### src/rtl/simd_loop_replay_ctrl.sv
// simd_loop_replay_ctrl
//   Loop-body capture/replay stage placed in front of the iterator address
//   generator. Iteration 0 of a single-level loop is issued live while being
//   written into a local body buffer; iterations 1..iters-1 are replayed from
//   that buffer with in_single_loop set so the iterator does base+stride
//   write-back. With no loop active the block is a registered one-entry
//   pass-through.
// Ports
//   clk, reset                          clock, synchronous active-high reset
//   loop_cfg_valid/ready/iters/num_inst loop configuration handshake
//   inst_in_valid/ready, inst_in        upstream instruction stream
//   inst_out_valid/ready, inst_out      downstream instruction stream (registered)
//   in_single_loop                      inst_out is a replayed beat (iteration >= 1)
//   loop_busy, loop_done, iter_count    loop status
module simd_loop_replay_ctrl #(
  parameter int INST_WIDTH     = 32,
  parameter int BODY_ADDR_BITS = 5,
  parameter int MAX_BODY       = 32,
  parameter int ITER_WIDTH     = 16
) (
  input  logic                    clk,
  input  logic                    reset,
  input  logic                    loop_cfg_valid,
  output logic                    loop_cfg_ready,
  input  logic [ITER_WIDTH-1:0]   loop_cfg_iters,
  input  logic [BODY_ADDR_BITS:0] loop_cfg_num_inst,
  input  logic                    inst_in_valid,
  output logic                    inst_in_ready,
  input  logic [INST_WIDTH-1:0]   inst_in,
  output logic                    inst_out_valid,
  input  logic                    inst_out_ready,
  output logic [INST_WIDTH-1:0]   inst_out,
  output logic                    in_single_loop,
  output logic                    loop_busy,
  output logic                    loop_done,
  output logic [ITER_WIDTH-1:0]   iter_count
);
  localparam int NW = BODY_ADDR_BITS + 1;

  typedef enum logic [1:0] {S_IDLE, S_CAPTURE, S_REPLAY} state_t;
  state_t r_state, w_state_nxt;

  logic [INST_WIDTH-1:0]     r_body [MAX_BODY];
  logic [BODY_ADDR_BITS-1:0] r_wr_ptr, r_rd_ptr, r_last;
  logic [ITER_WIDTH-1:0]     r_iters, r_iter_count;
  logic                      r_out_valid, r_single, r_done;
  logic [INST_WIDTH-1:0]     r_out;

  logic                      w_free, w_in_ready, w_cfg_ok, w_done_nxt;
  logic                      w_idle_fire, w_cap_fire, w_rep_fire, w_load;
  logic                      w_cap_last, w_rep_wrap;
  logic [NW-1:0]             w_num_sat;
  logic [BODY_ADDR_BITS-1:0] w_last;
  logic [INST_WIDTH-1:0]     w_src;

  // Bodies longer than the buffer are clamped; keep the last index, not the count.
  assign w_num_sat  = (loop_cfg_num_inst > NW'(MAX_BODY)) ? NW'(MAX_BODY) : loop_cfg_num_inst;
  assign w_last     = BODY_ADDR_BITS'(w_num_sat - NW'(1));
  assign w_free     = ~r_out_valid | inst_out_ready;
  assign w_cap_last = (r_wr_ptr == r_last);
  assign w_rep_wrap = (r_rd_ptr == r_last);
  assign w_load     = w_idle_fire | w_cap_fire | w_rep_fire;
  // Asynchronous body read keeps replay bubble-free across iteration wraps.
  assign w_src      = w_rep_fire ? r_body[r_rd_ptr] : inst_in;

  always_ff @(posedge clk) begin
    if (reset) r_state <= S_IDLE;
    else       r_state <= w_state_nxt;
  end

  always_comb begin
    w_state_nxt = r_state;
    w_in_ready  = 1'b0;
    w_cfg_ok    = 1'b0;
    w_done_nxt  = 1'b0;
    w_idle_fire = 1'b0;
    w_cap_fire  = 1'b0;
    w_rep_fire  = 1'b0;
    case (r_state)
      S_IDLE: begin
        // A config strobe blocks the same-cycle instruction.
        w_in_ready  = w_free & ~loop_cfg_valid;
        w_idle_fire = w_in_ready & inst_in_valid;
        if (loop_cfg_valid) begin
          if (loop_cfg_iters == '0 || loop_cfg_num_inst == '0) begin
            w_done_nxt = 1'b1;
          end else begin
            w_cfg_ok    = 1'b1;
            w_state_nxt = S_CAPTURE;
          end
        end
      end
      S_CAPTURE: begin
        w_in_ready = w_free;
        w_cap_fire = w_free & inst_in_valid;
        if (w_cap_fire && w_cap_last) begin
          if (r_iters == ITER_WIDTH'(1)) begin
            w_state_nxt = S_IDLE;
            w_done_nxt  = 1'b1;
          end else begin
            w_state_nxt = S_REPLAY;
          end
        end
      end
      S_REPLAY: begin
        w_rep_fire = w_free;
        if (w_free && w_rep_wrap && r_iter_count == r_iters - ITER_WIDTH'(1)) begin
          w_state_nxt = S_IDLE;
          w_done_nxt  = 1'b1;
        end
      end
      default: w_state_nxt = S_IDLE;
    endcase
  end

  always_ff @(posedge clk) begin
    if (reset) begin
      r_out_valid  <= 1'b0;
      r_out        <= '0;
      r_single     <= 1'b0;
      r_done       <= 1'b0;
      r_iter_count <= '0;
      r_iters      <= '0;
      r_last       <= '0;
      r_wr_ptr     <= '0;
      r_rd_ptr     <= '0;
    end else begin
      r_done <= w_done_nxt;
      if (w_free) begin
        r_out_valid <= w_load;
        r_single    <= w_rep_fire;
        if (w_load) r_out <= w_src;
      end
      if (w_cfg_ok) begin
        r_iters      <= loop_cfg_iters;
        r_last       <= w_last;
        r_wr_ptr     <= '0;
        r_iter_count <= '0;
      end
      if (w_cap_fire) begin
        r_wr_ptr <= r_wr_ptr + BODY_ADDR_BITS'(1);
        if (w_cap_last) begin
          // iter_count counts completed iterations; 1 once iteration 0 is out.
          r_iter_count <= ITER_WIDTH'(1);
          r_rd_ptr     <= '0;
        end
      end
      if (w_rep_fire) begin
        if (w_rep_wrap) begin
          r_rd_ptr     <= '0;
          r_iter_count <= r_iter_count + ITER_WIDTH'(1);
        end else begin
          r_rd_ptr <= r_rd_ptr + BODY_ADDR_BITS'(1);
        end
      end
    end
  end

  always_ff @(posedge clk) begin
    if (w_cap_fire) r_body[r_wr_ptr] <= inst_in;
  end

  // Handshake readies are forced low while reset is held.
  assign loop_cfg_ready = (r_state == S_IDLE) & ~reset;
  assign inst_in_ready  = w_in_ready & ~reset;
  assign inst_out_valid = r_out_valid;
  assign inst_out       = r_out;
  assign in_single_loop = r_single;
  assign loop_busy      = (r_state != S_IDLE);
  assign loop_done      = r_done;
  assign iter_count     = r_iter_count;
endmodule

### config.mk
export PLATFORM = sky130hd
export DESIGN_NAME = simd_loop_replay_ctrl
export DESIGN_NICKNAME = d
export VERILOG_FILES = /design/src/rtl/simd_loop_replay_ctrl.sv
export SDC_FILE = /design/constraint.sdc
export NUM_CORES = 1
export LEC_CHECK = 0
export CAP_MARGIN = 30
export CORE_MARGIN = 4
export CORE_UTILIZATION = 45
export CTS_BUF_LIST = sky130_fd_sc_hd__clkbuf_8
export CTS_CLUSTER_DIAMETER = 200
export DETAILED_ROUTE_END_ITERATION = 16
export GPL_ROUTABILITY_DRIVEN = 0
export PLACE_DENSITY = 0.66
export SLEW_MARGIN = 20
export SYNTH_ARGS = -nofsm -noshare
export SYNTH_HDL_FRONTEND = slang
export SYNTH_SLANG_ARGS = --single-unit
### constraint.sdc
create_clock -name clk -period 3.2 [get_ports clk]
set_clock_uncertainty 0.15 [all_clocks]
set_input_delay 0.48 -clock clk [delete_from_list [all_inputs] [get_ports clk]]
set_output_delay 0.48 -clock clk [all_outputs]
set_load 0.01 [all_outputs]
After elaboration in Yosys (flattened, before gate mapping)
Memory sizes are Yosys's and may differ from the RTL's. A register that Yosys moved wholly into a read port is not among the register bits.
Cells that the tools add are included.
Storage, ports and cells
  register bits: 84
  RAM bits: 1024
  input port bits: 59
  output and inout port bits: 54
  word-level logic and storage cells: 88
  memories: 1
Operators by class
  $add $sub $neg: 5
  $lt $le $gt $ge: 1
  equal/unequal tests: 10
  multiplexer cells: 36
  bitwise gates (word level): 11
  reductions and logical operators: 14
Memory list
  r_body: words 32, width 32, rd ports 1, clocked after memory_dff 1, write ports 1, RTL line 43  | logic [INST_WIDTH-1:0] r_body [MAX_BODY];
Operators with widths (number)
  16-bit 2-to-1 mux: 5
  5-bit 2-to-1 mux: 9
  32-bit 2-to-1 mux: 1
  16-bit by 1-bit adder with 16-bit output (second input constant): 1
  16-bit by 1-bit == test with 1-bit output (second input constant): 1
  16-bit == test: 1
  16-bit zero test: 1
  16-bit by 1-bit subtractor with 16-bit output (second input constant): 1
  1-bit 2-to-1 mux: 13
  5-bit by 1-bit adder with 5-bit output (second input constant): 2
  5-bit == test: 2
  2-bit 2-to-1 mux: 5
  2-bit != test (second input constant): 4
  2-bit nonzero test: 4
  6-bit > comparator (second input constant): 1
  6-bit zero test: 1
  2-bit one-hot mux with 3 select lines: 1
  1-bit bitwise AND: 5
  5-bit by 1-bit subtractor with 5-bit output (second input constant): 1
  2-bit AND reduction: 2
  4-bit AND reduction: 1
  1-bit logical AND: 3
  1-bit inverter: 3
  1-bit bitwise OR: 3
  other kinds (6): 6

Depth between registers and ports, before layout
Gate-level depths: netlist (run 1).
  depth in word-level cells: 10
  mapped depth: 9

Worst setup path before layout (run 1)
No wires, ideal clock.
  path kind: register to register
  start: register r_state[0]
  end: memory r_body[15][0] (enable)
  library setup time: 0.423 ns
  arrival time: 2.702 ns
  data required time: 2.627 ns
  setup slack: -0.074 ns
  stages on the path, launching flop included: 7
  buffers on the path: 1
  path through: dfxtp_1 > inv_1 > nor2_1 > and3_1 > clkbuf_1 > nand2_1 > nor2_1
On the way
  cells in the longest elaborated chain, start to end: 4
Ends and longest elaborated chain
  from (decl): RTL line 41  | state_t r_state, w_state_nxt;
  from (signal assigned): RTL line 68  | else r_state <= w_state_nxt;
  2-bit by 1-bit == test with 1-bit output: RTL line 79  | case (r_state)
  1-bit 2-to-1 mux: RTL line 79
  1-bit 2-to-1 mux: RTL line 160  | if (w_cap_fire) r_body[r_wr_ptr] <= inst_in;
  1-bit 2-to-1 mux (implied by the code): RTL line 160
  to (decl): RTL line 43
Every way passes these cells.

Worst setup path in the final report (run 1)
  start: register r_out_valid (netlist: inst_out_valid)
  end: output port inst_in_ready
On the way
  cells in the longest elaborated chain, start to end: 5
Ends and longest elaborated chain
  from (decl): RTL line 46  | logic r_out_valid, r_single, r_done;
  from (signal assigned): RTL line 130  | r_out_valid <= w_load;
  1-bit inverter (*): RTL line 59  | assign w_free = ~r_out_valid | inst_out_ready;
  1-bit bitwise OR (*): RTL line 59
  1-bit bitwise AND: RTL line 82  | w_in_ready = w_free & ~loop_cfg_valid;
  1-bit one-hot mux with 2 select lines (*): RTL line 79
  1-bit bitwise AND (*): RTL line 165  | assign inst_in_ready = w_in_ready & ~reset;
  to (decl): RTL line 28  | output logic inst_in_ready,
Every way passes the cells marked *; elsewhere a longest branch is shown, timed or not.

==> results of run 1 <==
## final timing paths
kind | slack, ns | to | startpoint | cells after the start
min | 0.11 | r_iters[7]$_SDFFE_PP0P_ | loop_cfg_iters[7] | 3
max | 0.18 | inst_in_ready | inst_out_valid$_SDFFE_PP0N_ | 4
max reg2reg | 0.29 | loop_done$_SDFF_PP0_ | r_iters[4]$_SDFFE_PP0P_ | 7
min reg2reg | 0.34 | r_iters[1]$_SDFFE_PP0P_ | r_iters[1]$_SDFFE_PP0P_ | 2
## flip-flops by register name, summed over array words and instances (netlist names), named ones only
name and flops:
inst_out 32, iter_count 16, loop_done 1, r_iters 16
r_wr_ptr 5, r_body 1024, inst_out_valid 1, in_single_loop 1
r_rd_ptr 5, r_last 5, r_state 2
## report_power, final
part           switching (mW)  internal, mW
Clock                    5.37          5.83
Combinational           0.681         0.485
Sequential             0.0926          16.0
Total                    6.14          22.3
## cell families after synthesis
group                      share of synthesized area [%]
muxes                                               16.6
adders and majority gates                          0.261
DFF                                                 75.4
xor gates and xnor gates                           0.893
buffers and inverters                               1.23
AOI/OAI and AO/OA                                   2.69
and+or+nand+nor                                     2.99
## area by class of cell
type	instances	area (µm²)	share of cell area, %
multi-input cells	857	10400	20.5
diodes	2	5.00	0.00988
repair buffers	252	2800	5.52
well taps	1265	1580	3.12
flip-flops and latches	1113	32500	64.3
inverters	9	33.8	0.0667
clock inverters	130	771	1.52
clock buffers	184	2530	5.00
## worst max-delay path, stage by stage, from the launching register on
cell and delay (ns):
dfxtp_1 0.35, nor2b_1 0.16, buf_4 0.16, nor4_2 0.31
clkdlybuf4s50_1 0.61
## placed cells by master (no fill, tap or decap), types with 4 or more instances in the layout
| cell | n |
|---|---|
| a211oi_1 | 4 |
| a21oi_1 | 69 |
| a221oi_1 | 32 |
| and3_1 | 38 |
| buf_12 | 50 |
| buf_4 | 90 |
| bufinv_16 | 6 |
| clkbuf_8 | 184 |
| clkdlybuf4s50_1 | 111 |
| clkinv_1 | 34 |
| clkinv_2 | 12 |
| clkinv_8 | 4 |
| clkinvlp_4 | 4 |
| dfxtp_1 | 84 |
| edfxtp_1 | 1024 |
| ha_1 | 9 |
| inv_1 | 74 |
| mux2i_1 | 65 |
| mux4_2 | 288 |
| nand2_1 | 56 |
| nand3_1 | 16 |
| nand3b_1 | 5 |
| nand4_1 | 8 |
| nor2_1 | 37 |
| nor2_4 | 32 |
| nor2b_1 | 5 |
| nor3_1 | 10 |
| nor4_1 | 10 |
| o21ai_0 | 9 |
| o21ai_1 | 64 |
| or3_1 | 7 |
| or4_1 | 6 |
| xnor2_1 | 23 |
| xor2_1 | 21 |
## routing by layer
layer,track usage (%),share of wire [%],up-vias,routed length (µm)
met1,28.2,41,11694,41900
met4,6.24,2.3,2,2330
li1,-,-,9366,-
met3,5.25,8.5,160,8690
met2,32.5,48,996,49800
met5,0,0.0068,-,7
## what timing repair did
item                                    4_1_cts  5_1_grt
hold buffers                                  1        0
endpoints found under the setup margin        0        1
gates resized for setup                       0        1
setup buffers                                 0        0
endpoints found under the hold margin         7        0
## synth_stat cells (10+ instances only)
cell,n,area (µm²)
mux4_2,288,6490
buf_2,25,125
xnor2_1,23,201
clkbuf_1,91,342
dfxtp_1,89,1780
nor2_1,69,259
nor3_1,10,50.1
edfxtp_1,1024,30700
mux2i_1,65,651
nand2_1,56,210
nand3_1,17,85.1
xor2_1,21,184
a221oi_1,32,280
and3_1,38,238
nor4_1,11,68.8
a21oi_1,69,345
o21ai_1,64,320
## metrics by stage
step / utilization (%) / std cells / worst slack, ns
5_1_grt: 53.2 / 3811 / 0.0824
2_1_floorplan: - / 2101 / -0.0581
4_1_cts: 53.2 / 3810 / 0.00674
3_3_place_gp: 49.7 / 3495 / 0.191
3_5_place_dp: 49.7 / 3495 / 0.227
6_report: 53.2 / 3812 / 0.176
==> run_results.csv, run 1 <==
group,metric,value,unit
synth,ys_seq_area_share,75.4,%
timing,fmaxAchievable,331,MHz
timing,fin_crit_sh,94.5,%
power,power_density,561,nW/µm²
clock_tree,cts_buffers,171,
job,maxCapViolCount,0,
grt,grt_pass1_vias,23158,
timing,holdWs,0.109,ns
grt,grt_max_degree,86,
routing,final_antenna_net_count,0,
grt,grt_use_total,20.5,%
synth,synth_ff_type,"edfxtp_1",
timing,rsz0062_at_grt,"no",
run_status,outcome,"finished clean",
clock_tree,cts_root_buf,"clkbuf_8",
timing,relSlewSlack,39.5,%
finish,syn_to_final_growth,17.3,%
grt,antenna_found_initial,3,
setup_path,startpoint_type,"register",
clock_tree,clockBufferDepth,3,
synth,async_flop_share,0,%
die,fp.dieH,318,µm
die,dieWidth,318,µm
grt,grt_overflow,0,
timing,slew_violations,0,
setup_path,path_max_fanout,5,
synth,synth_fp_nets,2169,
timing,hold_viol,0,
routing,first_iter_violations,2227,
routing,vias,22218,
power,power.leakage,15.7,nW
die,core,95200,µm²
power,peakVddDrop,0.000344,V
clock_tree,cts_tree,"built",
placement,dpl_cell_area,47300,µm²
finish,drive_gt1_share,27.3,%
routing,drc,0,
power,p_total,28.4,mW
synth,avgSynthCellArea,20.5,µm²
synth,ys_types,52,
hold_path,hp-class,"in2reg",
finish,fin_nets,2472,
placement,port_buffers,112,
timing,min_period,3.02,ns
routing,dr.pass1.iters,6,
routing,post_drt_wl_per_cell,26.9,µm
routing,wl,103000,µm
clock_tree,clock_sinks,1113,
clock_tree,worstSkewPairLatency,0.82,ns
die,rows,113,
routing,viasPerCell,5.83,
synth,syn_area,43200,µm²
finish,fin_area,50700,µm²
placement,dp_hpwl,60700,µm
setup_path,crit_arrival,2.39,ns
synth,synth_edf_count,1024,
die,dieArea,101000,µm²
timing,worst_pin_slew,0.907,ns
setup_path,path_class,"reg2out",
grt,grt_pass1_wl,153000,µm
timing,finalSetupViolCount,0,
clock_tree,htree_levels,4,
setup_path,cp.required,2.57,ns
synth,synth_cells,2101,
die,start_util,45.4,%
die,ios,113,
finish,nFillCells,7206,
synth,yosys_warnings,0,
clock_tree,clk_pin_slew,0.06,ns
timing,setup_tns,0,ns
synth,yosys_register_bits,1113,
setup_path,end_kind,"primary output",
Note: power is estimated with default switching activity, not from simulation.
==> inputs of run 2 (changes only) <==
--- a/config.mk
+++ b/config.mk
@@ -6,7 +6,6 @@
 export NUM_CORES = 1
 export LEC_CHECK = 0
 export CAP_MARGIN = 30
-export CORE_MARGIN = 4
 export CORE_UTILIZATION = 45
 export CTS_BUF_LIST = sky130_fd_sc_hd__clkbuf_8
 export CTS_CLUSTER_DIAMETER = 200
==> run 2 against run 1 <==
Against the previous run: first-iteration DRC count down 5.7%; register-to-register slack better by 0.12 ns; sequential share of layout area down 0.27 points; clock power up 6%; critical path type unchanged; setup slack worse by 0.048 ns; routed wire length down 2.4%; critical endpoint unchanged; combinational power about the same.
==> run_results.csv, run 2 (same netlist as run 1, synthesis figures left out) <==
group,metric,value,unit
grt,antenna_found_initial,2,
placement,dp_hpwl,62300,µm
routing,post_drt_wl_per_cell,26.2,µm
die,dieWidth,312,µm
setup_path,path_max_fanout,5,
setup_path,r2r_slack,0.41,ns
setup_path,path_class,"reg2out",
timing,finalSetupViolCount,0,
clock_tree,htree_levels,4,
finish,fin_area,50900,µm²
routing,met1Wirelength,42900,µm
routing,first_iter_violations,2101,
grt,grt_pass1_vias,22822,
timing,slew_violations,0,
clock_tree,clockBufferDepth,3,
power,power.leakage,15.8,nW
finish,top_register,"r_body",
routing,viasPerCell,5.78,
timing,worst_pin_slew,0.900,ns
hold_path,hp-class,"in2reg",
clock_tree,clk_pin_slew,0.06,ns
power,peakVddDrop,0.000343,V
finish,drive_gt1_share,28.4,%
placement,port_buffers,112,
finish,final_cell_mix,"1024 x edfxtp_1, 288 x mux4_2, 187 x clkbuf_8",
timing,fin_crit_sh,96.0,%
routing,final_antenna_net_count,0,
setup_path,end_kind,"primary output",
grt,grt_use_total,20.8,%
grt,grt_pass1_wl,149000,µm
die,core,95000,µm²
setup_path,crit_arrival,2.44,ns
die,fp.dieH,312,µm
clock_tree,worstSkewPairLatency,0.84,ns
finish,fin_nets,2483,
routing,dr.pass1.iters,5,
power,p_total,29.1,mW
grt,grt_overflow,0,
timing,min_period,3.07,ns
die,start_util,45.4,%
routing,drc,0,
clock_tree,cts_buffers,171,
timing,relSlewSlack,39.8,%
job,maxCapViolCount,0,
timing,rsz0062_at_grt,"no",
routing,wl,100000,µm
die,dieArea,97200,µm²
grt,grt_max_degree,69,
routing,vias,22116,
setup_path,startpoint_type,"register",
die,rows,113,
finish,syn_to_final_growth,17.8,%
clock_tree,cts_tree,"built",
finish,largest_reg_flops,1024,
timing,hold_viol,0,
clock_tree,clock_sinks,1113,
run_status,outcome,"finished clean",
die,ios,113,
finish,final_common_cell,"edfxtp_1",
timing,fmaxAchievable,326,MHz
placement,dpl_cell_area,47300,µm²
clock_tree,cts_root_buf,"clkbuf_8",
power,power_density,571,nW/µm²
setup_path,cp.required,2.57,ns
routing,top_layer,"met4",
routing,met2WireLength,48200,µm
routing,route.met3.wl,7370,µm
run 2: cell types whose count changed in the layout (fill, tap and decap cells not counted), moves of 3 or more:
cell and delta:
buf_4 +15, inv_1 -21, clkinv_2 +10, buf_12 -5, bufinv_16 +5, clkinv_1 +4
clkbuf_8 +3, inv_8 +4
run 2: path summary, 6_finish.rpt:
path / depth (start not counted) / to / startpoint
max: 4 / inst_in_ready / inst_out_valid$_SDFFE_PP0N_
min: 3 / r_iters[9]$_SDFFE_PP0P_ / loop_cfg_iters[9]
max reg2reg: 7 / loop_done$_SDFF_PP0_ / r_iters[8]$_SDFFE_PP0P_
min reg2reg: 2 / r_iters[11]$_SDFFE_PP0P_ / r_iters[11]$_SDFFE_PP0P_
run 2: per-layer routing:
metal / up-vias / global-route usage (%)
met3: 147 / 4.69
met4: 0 / 5.72
met5: - / 0
li1: 9399 / -
met1: 11683 / 29.3
met2: 887 / 32.8
run 2: where the power goes:
part	switching [mW]	total (mW)	leakage, nW	internal [mW]
clock	5.51	11.9	1.95	6.34
sequential	0.0921	16.0	9.93	16.0
combinational	0.690	1.17	3.91	0.484
total	6.29	29.1	15.8	22.8
run 2: layout make-up:
class,instances,area [µm²]
fillers,7227,44100
flip-flops and latches,1113,32500
multi-input cells,857,10400
repair buffers,263,2820
clock buffers,187,2570
well taps,1265,1580
clock inverters,132,927
inverters,9,33.8
diodes,1,2.50
run 2: per-stage QoR:
step                      hold WS (ns)  TNS, ns  util [%]  cells  setup WS (ns)
after floorplan                  0.306   -31.35         -   2101        -0.0581
after global placement           0.325        0      49.8   3505          0.199
after detailed placement         0.327        0      49.8   3505          0.276
after CTS                      0.00166        0      53.5   3826         0.0886
after global routing            0.0567        0      53.5   3827         0.0653
final                           0.0716        0      53.5   3827          0.128
run 2: critical path, stage by stage (launching register included):
cell and delay, ns:
dfxtp_1 0.35, nor2b_1 0.15, buf_4 0.17, nor4_2 0.31, clkdlybuf4s50_1 0.62
run 2: timing repair:
item	4_1_cts	5_1_grt
buffers inserted	0	0
gates resized for setup	1	0
hold buffers	2	0
endpoints found under the hold margin	16	0
setup endpoints to repair	1	0
==> inputs of run 3 (changes only) <==
--- a/config.mk
+++ b/config.mk
@@ -7,11 +7,10 @@
 export LEC_CHECK = 0
 export CAP_MARGIN = 30
 export CORE_UTILIZATION = 45
-export CTS_BUF_LIST = sky130_fd_sc_hd__clkbuf_8
 export CTS_CLUSTER_DIAMETER = 200
 export DETAILED_ROUTE_END_ITERATION = 16
 export GPL_ROUTABILITY_DRIVEN = 0
-export PLACE_DENSITY = 0.66
+export PLACE_DENSITY = 0.64
 export SLEW_MARGIN = 20
 export SYNTH_ARGS = -nofsm -noshare
 export SYNTH_HDL_FRONTEND = slang
==> run 3 against run 2 <==
Against the previous run: sequential share of layout area decreased by 0.35 points; setup slack improved by 0.087 ns; highest routed layer unchanged; routed wire length grew 7.2%; combinational power about the same; sequential power barely moved; non-clock buffer count rose by 6; fmax up 2.9%; final area rose by 0.55%; sequential cell count did not move; die area stayed put; clock power rose by 8%.
==> run_results.csv, run 3 (same netlist as run 1, synthesis figures left out) <==
group,metric,value,unit
placement,pre_cts_ws,0.180,ns
finish,fin_nets,2428,
routing,drc,0,
timing,slew_violations,0,
finish,nFillCells,7235,
timing,rsz0062_at_grt,"no",
routing,wl,107000,µm
timing,worst_pin_slew,0.987,ns
finish,syn_to_final_growth,18.5,%
grt,antenna_found_initial,2,
grt,grt_max_degree,61,
power,power_density,586,nW/µm²
placement,dp_hpwl,62300,µm
die,dieWidth,312,µm
setup_path,end_kind,"primary output",
die,dieArea,97200,µm²
power,power.leakage,15.7,nW
setup_path,cp.required,2.57,ns
power,p_total,30.0,mW
finish,final_cell_mix,"1024 x edfxtp_1, 288 x mux4_2, 111 x clkbuf_16, 111 x clkdlybuf4s50_1, 98 x buf_4",
timing,fin_crit_sh,93.3,%
setup_path,startpoint_type,"primary input",
timing,finalWorstSetupSlack,0.215,ns
finish,largest_reg_flops,1024,
run_status,outcome,"finished clean",
die,ios,113,
timing,hold_viol,0,
finish,final_common_cell,"edfxtp_1",
grt,grt_use_total,22.3,%
clock_tree,cts_tree,"built",
clock_tree,worstSkewPairLatency,0.69,ns
clock_tree,clock_sinks,1113,
die,core,95000,µm²
die,fp.dieH,312,µm
clock_tree,clockBufferDepth,3,
clock_tree,cts_root_buf,"clkbuf_16",
clock_tree,cts_buffers,110,
timing,fmaxAchievable,335,MHz
timing,min_period,2.99,ns
clock_tree,cts_resized,0,
routing,dr.pass1.iters,6,
power,peakVddDrop,0.000481,V
timing,relSlewSlack,34.2,%
clock_tree,ctsHoldBuffers,1,
routing,final_antenna_net_count,0,
grt,grt_pass1_vias,22620,
grt,grt_overflow,0,
setup_path,crit_arrival,2.36,ns
placement,port_buffers,112,
routing,post_drt_wl_per_cell,28.9,µm
setup_path,path_max_fanout,18,
clock_tree,clk_pin_slew,0.07,ns
die,rows,113,
grt,grt_pass1_wl,157000,µm
finish,top_register,"r_body",
clock_tree,htree_levels,3,
finish,drive_gt1_share,26.6,%
routing,first_iter_violations,2555,
finish,seq_area,32500,µm²
hold_path,hp-class,"in2reg",
finish,fin_area,51100,µm²
setup_path,path_class,"in2out",
routing,vias,22292,
finish,multiInputGateArea,10400,µm²
timing,finalSetupViolCount,0,
placement,dpl_cell_area,47500,µm²
die,start_util,45.4,%
clock_tree,cts_setup_buffers,0,
routing,viasPerCell,5.99,
job,maxCapViolCount,0,
==> run 3: per-layer routing <==
metal,GRT usage (%),share of wire [%]
met1,31.9,41
met2,35.3,48
met4,6.46,2.2
met5,0,0
met3,3.81,8.7
==> run 3: where the power goes <==
part / total, mW / switching, mW / internal, mW / leakage [nW]
clock: 12.8 / 5.31 / 7.46 / 1.74
combinational: 1.15 / 0.662 / 0.484 / 3.99
sequential: 16.0 / 0.0887 / 15.9 / 9.93
==> run 3: stage by stage <==
stage,std cells,TNS [ns],util [%],hold slack [ns]
floorplan,2101,-31.35,-,0.306
global placement,3511,0,50.0,0.325
detailed placement,3511,0,50.0,0.328
CTS,3715,0,53.8,0.210
global route,3717,0,53.8,0.261
finish,3719,0,53.8,0.243
==> run 3: area by class of cell <==
cell class / count / area share [%]
tap: 1265 / 3.09
multi-input combinational: 857 / 20.3
inverter: 9 / 0.0660
antenna: 3 / 0.0147
timing repair buffer: 269 / 5.93
clock buffer: 149 / 5.81
sequential: 1113 / 63.6
clock inverter: 54 / 1.17
==> run 3: path summary, 6_finish.rpt <==
check | start | to | slack, ns | cells after the start
max | reset | inst_in_ready | 0.21 | 4
min | loop_cfg_iters[3] | r_iters[3]$_SDFFE_PP0P_ | 0.24 | 3
max reg2reg | r_iters[8]$_SDFFE_PP0P_ | loop_done$_SDFF_PP0_ | 0.39 | 7
min reg2reg | in_single_loop$_SDFFE_PP0N_ | in_single_loop$_SDFFE_PP0N_ | 0.33 | 2
==> run 3: worst max-delay path: stages <==
cell and delay (ns):
dlygate4sd3_1 0.54, buf_4 0.22, nor4_1 0.46, clkdlybuf4s50_1 0.64
